`config.mk`:
```
export PLATFORM = sky130hd
export DESIGN_NAME = buffered_output_register_flat
export DESIGN_NICKNAME = d
export VERILOG_FILES = /design/src/rtl/buffered_output_register_if.sv /design/src/rtl/buffered_output_register.sv /design/src/flat_wrapper.sv
export SDC_FILE = /design/constraint.sdc
export NUM_CORES = 1
export LEC_CHECK = 0
export BUFFER_PORTS_ARGS = -buffer_cell sky130_fd_sc_hd__clkbuf_2
export CORE_MARGIN = 2
export CORE_UTILIZATION = 45
export DETAILED_ROUTE_END_ITERATION = 8
export SYNTH_ARGS = -nofsm -noshare
export SYNTH_HDL_FRONTEND = slang
export SYNTH_SLANG_ARGS = --single-unit
```
`constraint.sdc`:
```
create_clock -name CLK -period 2.2 [get_ports CLK]
set_input_delay 0.66 -clock CLK [delete_from_list [all_inputs] [get_ports CLK]]
set_output_delay 0.66 -clock CLK [all_outputs]
set_load 0.05 [all_outputs]
```
`src/rtl/buffered_output_register_if.sv`:
```
// Bus-side and display-side signals of the buffered output register.
// The master drives loads and display readiness; the slave returns display data and FIFO status.
interface buffered_output_register_if #(
    parameter int WIDTH = 8,
    parameter int DEPTH = 4
);
    logic [WIDTH-1:0]         bus_input;
    logic                     L_O_bar;
    logic                     display_ready;
    logic [WIDTH-1:0]         display_output;
    logic                     display_strobe;
    logic                     full;
    logic                     empty;
    logic [$clog2(DEPTH):0]   count;
    logic                     overflow;

    modport master (
        output bus_input, L_O_bar, display_ready,
        input  display_output, display_strobe, full, empty, count, overflow
    );

    modport slave (
        input  bus_input, L_O_bar, display_ready,
        output display_output, display_strobe, full, empty, count, overflow
    );
endinterface

```
`src/rtl/buffered_output_register.sv`:
```
// FIFO-buffered display register: bus loads queue up and are released one word per ready cycle.
// No bypass path, so a word always spends at least one edge in storage.
module buffered_output_register #(
    parameter int WIDTH = 8,
    parameter int DEPTH = 4
) (
    input logic                        CLK,
    input logic                        CLR_bar,
    buffered_output_register_if.slave  bor
);
    localparam int PTR_W = $clog2(DEPTH);
    localparam int CNT_W = PTR_W + 1;

    logic [WIDTH-1:0] mem [DEPTH];
    logic [PTR_W-1:0] wr_ptr;
    logic [PTR_W-1:0] rd_ptr;
    logic [CNT_W-1:0] cnt;
    logic [WIDTH-1:0] display_q;
    logic             strobe_q;
    logic             overflow_q;

    logic is_full;
    logic is_empty;
    logic pop;
    logic push;
    logic drop;

    assign is_full  = (cnt == CNT_W'(DEPTH));
    assign is_empty = (cnt == '0);
    assign pop      = bor.display_ready && !is_empty;
    // A full FIFO still accepts a load when the head leaves at the same edge.
    assign push     = !bor.L_O_bar && (!is_full || pop);
    assign drop     = !bor.L_O_bar && is_full && !pop;

    // Storage is left uncleared by reset; the pointers and count make stale words unreachable.
    always_ff @(posedge CLK) begin
        if (push) begin
            mem[wr_ptr] <= bor.bus_input;
        end
    end

    always_ff @(posedge CLK or negedge CLR_bar) begin
        if (!CLR_bar) begin
            wr_ptr     <= '0;
            rd_ptr     <= '0;
            cnt        <= '0;
            display_q  <= '0;
            strobe_q   <= 1'b0;
            overflow_q <= 1'b0;
        end else begin
            strobe_q <= pop;
            if (pop) begin
                display_q <= mem[rd_ptr];
                rd_ptr    <= rd_ptr + PTR_W'(1);
            end
            if (push) begin
                wr_ptr <= wr_ptr + PTR_W'(1);
            end
            case ({push, pop})
                2'b10:   cnt <= cnt + CNT_W'(1);
                2'b01:   cnt <= cnt - CNT_W'(1);
                default: cnt <= cnt;
            endcase
            if (drop) begin
                overflow_q <= 1'b1;
            end
        end
    end

    assign bor.display_output = display_q;
    assign bor.display_strobe = strobe_q;
    assign bor.full           = is_full;
    assign bor.empty          = is_empty;
    assign bor.count          = cnt;
    assign bor.overflow       = overflow_q;
endmodule
```
`src/flat_wrapper.sv`:
```
// flat-port wrapper written by rule: the top's interface ports become plain ports
module buffered_output_register_flat 
#(
    parameter int WIDTH = 8,
    parameter int DEPTH = 4
)
  (CLK, CLR_bar, bor_bus_input, bor_L_O_bar, bor_display_ready, bor_display_output, bor_display_strobe, bor_full, bor_empty, bor_count, bor_overflow);
  buffered_output_register_if #(.WIDTH(WIDTH), .DEPTH(DEPTH)) bor_i ();
  input logic CLK;
  input logic CLR_bar;
  input wire logic [$bits(bor_i.bus_input)-1:0] bor_bus_input;
  input wire logic [$bits(bor_i.L_O_bar)-1:0] bor_L_O_bar;
  input wire logic [$bits(bor_i.display_ready)-1:0] bor_display_ready;
  output wire logic [$bits(bor_i.display_output)-1:0] bor_display_output;
  output wire logic [$bits(bor_i.display_strobe)-1:0] bor_display_strobe;
  output wire logic [$bits(bor_i.full)-1:0] bor_full;
  output wire logic [$bits(bor_i.empty)-1:0] bor_empty;
  output wire logic [$bits(bor_i.count)-1:0] bor_count;
  output wire logic [$bits(bor_i.overflow)-1:0] bor_overflow;
  assign bor_i.bus_input = bor_bus_input;
  assign bor_i.L_O_bar = bor_L_O_bar;
  assign bor_i.display_ready = bor_display_ready;
  assign bor_display_output = bor_i.display_output;
  assign bor_display_strobe = bor_i.display_strobe;
  assign bor_full = bor_i.full;
  assign bor_empty = bor_i.empty;
  assign bor_count = bor_i.count;
  assign bor_overflow = bor_i.overflow;
  buffered_output_register #(.WIDTH(WIDTH), .DEPTH(DEPTH)) u_core (.CLK(CLK), .CLR_bar(CLR_bar), .bor(bor_i));
endmodule
```
==> impl_metrics.csv, run 1 <==
group,metric,value,unit
clocking,clock_latency,300,ps
timing,worst_slew_pin_slew,475,ps
routing,drtAntennaViolNets,0,
place,dpl_cell_area,2200,um2
hold_path,hold_class,"input port to async pin",
final_layout,layout.nets,174,
routing,viasPerCell,4.96,
global_route,grt_pass1_vias,1065,
critical_path,critPathCaptureType,"output pin",
logic_synthesis,synth_area_leaders,"edfxtp_1 (49%), dfrtp_1 (22%), mux4_2 (9.2%), nand2_1 (4.8%), ha_1 (3.2%)",
timing,period_needed,2060,ps
critical_path,crit_slowest_cell,"dfrtp_1",
place,gp_congestion,0.734,
floorplan,io_pins,27,
critical_path,crit_chain,"buf_4 -> inv_1 -> and3_1 -> clkbuf_2",
timing,clock_skew,9.69,ps
critical_path,worst-path-buf-inv,3,
power_and_ir_drop,pwr-share-comb,41.6,%
global_route,grt_util_all_layers,14.8,%
logic_synthesis,yosysTopAreaCellShare,49.2,%
power_and_ir_drop,vdd_drop_max,0.000490,V
logic_synthesis,netlist_area,1950,um2
logic_synthesis,synth_top_family_by_area,"multiplexers",
place,place_hpwl,2.26,mm
power_and_ir_drop,total_power,3.35,mW
critical_path,crit_family,"buffers and inverters",
routing,wl,3.21,mm
final_layout,final_area,2290,um2
logic_synthesis,yosys.area.top_type,"edfxtp_1",
power_and_ir_drop,switching_share,41.0,%
routing,avgRoutedWirePerCell,15.5,um
logic_synthesis,syn_nets,136,
clocking,htreeDepth,2,
timing,rsz0062_at_grt,"no",
final_layout,postLayoutCoreUtil,56.1,%
logic_synthesis,syn_inst,118,
routing,vias,1027,
logic_synthesis,synth_compound_area_share,1.73,%
logic_synthesis,ys_async_sr_fraction,34.7,%
clocking,path_clk_slew,90,ps
routing,firstDrtPassIters,4,
place,dp_cells,199,
final_layout,area_growth,17.4,%
logic_synthesis,synth-adder-area-share,4.23,%
final_layout,layout_commonest_cell,"edfxtp_1",
critical_path,reg2reg_depth,9,
place,io_buffers,26,
critical_path,critPathKind,"flip-flop to output pin",
logic_synthesis,ys_ff_latch,49,
critical_path,critPathLaunchType,"flip-flop",
clocking,cts_tree,"done",
clocking,numCtsBuffers,5,
power_and_ir_drop,intPower,1.98,mW
critical_path,critPathArrivalTime,1400,ps
floorplan,coreArea,4090,um2
final_layout,drive_gt1_share,36.9,%
logic_synthesis,synth_warnings,0,
floorplan,die-height,69.9,um
timing,setup_tns,0,ps
final_layout,fin_cells,207,
timing,finalSetupViolations,0,
logic_synthesis,synth_mux_area_share,9.99,%
timing,timing.fmax,0.486,GHz
job,maxCapViolCount,0,
logic_synthesis,synth-edff-count,32,
routing,drtIter0Drc,35,
final_layout,n_antenna_cell,0,
outcome,run_status,"finished clean",
floorplan,start_util,47.8,%
global_route,grt-ovfl-total,0,
logic_synthesis,synth.distinct_cells,23,
global_route,antenna_found_initial,0,
logic_synthesis,syn_avg_cell_area,16.6,um2
logic_synthesis,ys_seq_area_share,71.0,%
floorplan,dieArea,4880,um2
critical_path,ff2ff_setup_slack,170,ps
power_and_ir_drop,powerDensity,1460,nW/um2
clocking,hold_buffers,0,
final_layout,mostFrequentLayoutCells,"edfxtp_1 (32), clkbuf_2 (26), nand2_1 (25)",
power_and_ir_drop,p_switching,1.37,mW
global_route,grt_pass1_wl,5.41,mm
critical_path,slowest_delay,410,ps
power_and_ir_drop,p_leak,0.955,nW
critical_path,cp_data_required_time,1540,ps
global_route,grt_max_degree,18,
routing,post-route-drc-count,0,
final_layout,fillers,348,
logic_synthesis,synthSimpleGateAreaFrac,8.26,%
floorplan,die_width,69.9,um
clocking,clock-root-buffer,"clkbuf_8",
critical_path,path_max_fanout,5,
clocking,cts_sinks,49,
clocking,clk_path_buf_depth,2,
critical_path,r2r_end,"u_core.bor.count[2]$_DFFE_PN0P_",
critical_path,reg2reg_from,"u_core.bor.count[0]$_DFFE_PN0P_",
timing,slew_headroom,68.3,%
logic_synthesis,synth_xor_area_share,2.69,%
power_and_ir_drop,pwr-share-clk,15.0,%
timing,final-hold-violation-count,0,
timing,fin_crit_sh,93.6,%
power_and_ir_drop,seqPwrFrac,43.4,%
timing,slew_viol_final,0,
logic_synthesis,ys.flop_type,"edfxtp_1",
floorplan,rows,23,
how the worst max path moves through the flow:
stage                                         start                         endpoint  slack (ps)  cells after the start
floorplan           u_core.bor.count[1]$_DFFE_PN0P_  u_core.bor.count[2]$_DFFE_PN0P_          10                      9
global placement                  bor_display_ready  u_core.bor.count[2]$_DFFE_PN0P_         -60                     10
detailed placement                bor_display_ready  u_core.bor.count[2]$_DFFE_PN0P_        -120                     10
CTS                 u_core.bor.count[0]$_DFFE_PN0P_  u_core.bor.count[2]$_DFFE_PN0P_         110                      9
global route        u_core.bor.count[0]$_DFFE_PN0P_  u_core.bor.count[2]$_DFFE_PN0P_          30                      9
finish              u_core.bor.count[1]$_DFFE_PN0P_                         bor_full         140                      4
worst reg2reg max path: stages, from the launching register on:
cell     delay, ps
dfrtp_2        490
nor4b_4        330
nor2_2          70
inv_1           60
ha_1           160
inv_1           60
fa_1           370
xor2_1         150
nor2_1         110
xor2_1         160
power by group through the flow:
stage | sequential, mW | clock [mW] | combinational, mW
6_report | 1.45 | 0.502 | 1.39
5_1_grt | 1.49 | 0.564 | 1.51
4_1_cts | 1.45 | 0.522 | 1.42
3_5_place_dp | 1.47 | 0 | 1.41
3_3_place_gp | 1.46 | 0 | 1.38
2_1_floorplan | 1.82 | 0 | 0.680
layer usage:
layer	track usage, %	vias up	wire length (um)
met5	0	-	0
met4	3.85	0	16
met3	5.19	4	155
met2	25.5	25	1720
met1	17.7	507	1320
li1	-	491	-
logic make-up after synthesis:
logic type	count (synthesis)
AOI/OAI and AO/OA	3
xor gates and xnor gates	6
adders and majority gates	6
buffers and inverters	10
muxes	9
and+or+nand+nor	35
DFF	49
timing repair:
| action | in CTS | in global routing |
|---|---|---|
| hold endpoints to repair | 0 | 0 |
| setup buffers | 0 | 0 |
| endpoints found under the setup margin | 0 | 1 |
| resized for setup | 0 | 1 |
registers in the layout, indices dropped and copies added (netlist names):
signal                     flops
u_core.mem                    32
u_core.bor.display_output      8
u_core.bor.count               3
u_core.rd_ptr                  2
u_core.bor.overflow            1
u_core.bor.display_strobe      1
u_core.wr_ptr                  2
per-stage QoR:
| step | hold WS [ps] | setup WS [ps] |
|---|---|---|
| 2_1_floorplan | 364 | 10.7 |
| 3_3_place_gp | 448 | -55.5 |
| 3_5_place_dp | 445 | -123 |
| 4_1_cts | 296 | 105 |
| 5_1_grt | 310 | 29.1 |
| 6_report | 288 | 142 |
cell type report:
cell class | count | area (um2) | share of cell area [%]
repair buffers | 33 | 183 | 7.97
inverters | 8 | 32.5 | 1.42
clock buffers | 5 | 68.8 | 3.00
well taps | 50 | 62.6 | 2.73
multi-input cells | 59 | 539 | 23.5
clock inverters | 3 | 17.5 | 0.764
flip-flops and latches | 49 | 1390 | 60.6
cells in the mapped netlist (2+ instances only):
cell	number
xor2_1	2
nand2_1	25
xnor2_1	4
ha_1	5
mux4_2	8
edfxtp_1	32
dfrtp_1	17
and2_1	4
inv_1	7
Note: power is estimated with default switching activity, not from simulation.
==> run 2: changes to the inputs <==
Settings changed: REMOVE_ABC_BUFFERS from default to 1.
Clock period 2.2 ns to 2.4 ns, I/O delays scaled along.
==> run 2 against run 1 <==
Net effect: clock power decreased by 4.4%; clock skew decreased by 4.6 ps; wire length shrank 3.6%; non-clock buffer count down 4; first-iteration DRC count is 23% lower; via count down 2.2%; die area is the same; cell count is 1.9% lower; power is 9.4% lower; worst setup slack better by 160 ps; hold slack improved by 47 ps; final area shrank 1.9%; highest routed layer unchanged.
==> impl_metrics.csv, run 2 (synthesized netlist as in run 1, its figures left out) <==
group,metric,value,unit
outcome,run_status,"finished clean",
clocking,clock_latency,300,ps
clocking,cts_resized,0,
routing,drtAntennaViolNets,0,
routing,wl,3.09,mm
final_layout,layout.nets,170,
power_and_ir_drop,pwr-share-clk,15.8,%
clocking,clk_path_buf_depth,2,
routing,post-route-drc-count,0,
global_route,grt_util_all_layers,14.6,%
place,io_buffers,26,
final_layout,layout_commonest_cell,"edfxtp_1",
critical_path,crit_slowest_cell,"dfrtp_1",
timing,rsz0062_at_grt,"no",
timing,slew_headroom,58.0,%
global_route,grt-ovfl-total,0,
critical_path,path_max_fanout,6,
timing,worst_slew_pin_slew,630,ps
global_route,grt_max_degree,18,
clocking,cts_tree,"done",
critical_path,crit_chain,"nor4b_2 -> nor2_2 -> inv_1 -> ha_1 -> inv_1 -> fa_1 -> xor2_1 -> nor2_1 -> xor2_1",
power_and_ir_drop,pwr-share-comb,38.6,%
timing,final-hold-violation-count,0,
timing,finalSetupViolations,0,
floorplan,io_pins,27,
power_and_ir_drop,seqPwrFrac,45.6,%
clocking,post_cts_buffers,0,
power_and_ir_drop,powerDensity,1350,nW/um2
floorplan,dieArea,4880,um2
critical_path,critPathKind,"flip-flop to flip-flop",
clocking,htreeDepth,2,
place,dp_cells,195,
critical_path,critPathCaptureType,"flip-flop",
floorplan,rows,23,
final_layout,n_antenna_cell,0,
clocking,numCtsBuffers,5,
final_layout,largest_reg_flops,32,
timing,slew_viol_final,0,
global_route,grt_pass1_wl,5.35,mm
critical_path,worst-path-buf-inv,2,
global_route,grt_pass1_vias,1101,
routing,firstDrtPassIters,4,
critical_path,critPathArrivalTime,2320,ps
final_layout,fin_cells,203,
place,gp_congestion,0.681,
timing,setup_tns,0,ps
routing,vias,1004,
floorplan,coreArea,4090,um2
power_and_ir_drop,p_leak,0.936,nW
place,place_hpwl,2.21,mm
job,maxCapViolCount,0,
final_layout,regMostFlops,"u_core.mem",
timing,timing.fmax,0.477,GHz
critical_path,cp.depth,9,
timing,clock_skew,5.09,ps
power_and_ir_drop,vdd_drop_max,0.000474,V
critical_path,cp_data_required_time,2630,ps
power_and_ir_drop,switching_share,41.5,%
routing,viasPerCell,4.95,
floorplan,die-height,69.9,um
critical_path,slowest_delay,490,ps
clocking,path_clk_slew,90,ps
clocking,hold_buffers,0,
timing,fin_crit_sh,87.3,%
final_layout,area_growth,15.1,%
floorplan,die_width,69.9,um
power_and_ir_drop,p_switching,1.26,mW
critical_path,crit_family,"simple AND/OR/NAND/NOR gates",
clocking,cts_sinks,49,
routing,avgRoutedWirePerCell,15.2,um
final_layout,drive_gt1_share,33.3,%
final_layout,mostFrequentLayoutCells,"edfxtp_1 (32), clkbuf_2 (26), nand2_1 (25)",
timing,setup_ws,304,ps
floorplan,start_util,47.8,%
clocking,clock-root-buffer,"clkbuf_8",
timing,period_needed,2100,ps
power_and_ir_drop,intPower,1.77,mW
global_route,antenna_found_initial,0,
routing,drtIter0Drc,27,
critical_path,reg2reg_depth,9,
hold_path,hold_class,"input port to async pin",
critical_path,critPathLaunchType,"flip-flop",
place,dp_slack,-1.10,ps
[run 2: area by class of cell]
class                           count  area, um2
Sequential cell                    49       1390
Clock buffer                        5       68.8
Clock inverter                      3       20.0
Inverter                            8       32.5
Tap cell                           50       62.6
Multi-Input combinational cell     59        526
Timing Repair Buffer               29        153
Fill cell                         331       1840
[run 2: through the flow]
stage               utilization [%]  instance area [um2]  power, mW  hold slack, ps
global route                   55.0                 2250       3.23             358
CTS                            55.0                 2250       3.09             334
finish                         55.0                 2250       3.03             336
floorplan                         -                 1940       2.27             424
global placement               52.8                 2160       2.56             444
detailed placement             52.8                 2160       2.60             444
[run 2: per-layer routing]
layer  up-vias  share of wire, %  GRT usage [%]
met5         -                 0              0
met4         0               1.5           4.49
met3         6               5.1           4.91
met2        27                48           24.0
met1       487                45           18.3
li1        484                 -              -
[run 2: power groups by stage]
stage / Sequential (mW) / Clock [mW] / Combinational (mW)
global route: 1.43 / 0.533 / 1.28
finish: 1.38 / 0.480 / 1.17
detailed placement: 1.41 / 0 / 1.19
CTS: 1.39 / 0.502 / 1.19
floorplan: 1.72 / 0 / 0.553
global placement: 1.39 / 0 / 1.17
[run 2: worst paths after layout]
check | start | endpoint | slack [ps]
worst max-delay path | u_core.bor.count[0]$_DFFE_PN0P_ | u_core.bor.count[2]$_DFFE_PN0P_ | 300
worst min-delay path | CLR_bar | u_core.bor.display_output[7]$_DFFE_PN0P_ | 340
worst max register to register | u_core.bor.count[0]$_DFFE_PN0P_ | u_core.bor.count[2]$_DFFE_PN0P_ | 300
worst min register to register | u_core.bor.overflow$_DFFE_PN0P_ | u_core.bor.overflow$_DFFE_PN0P_ | 470
max in group asynchronous | CLR_bar | u_core.rd_ptr[1]$_DFFE_PN0P_ | 1770
min in group CLK | u_core.bor.overflow$_DFFE_PN0P_ | u_core.bor.overflow$_DFFE_PN0P_ | 470
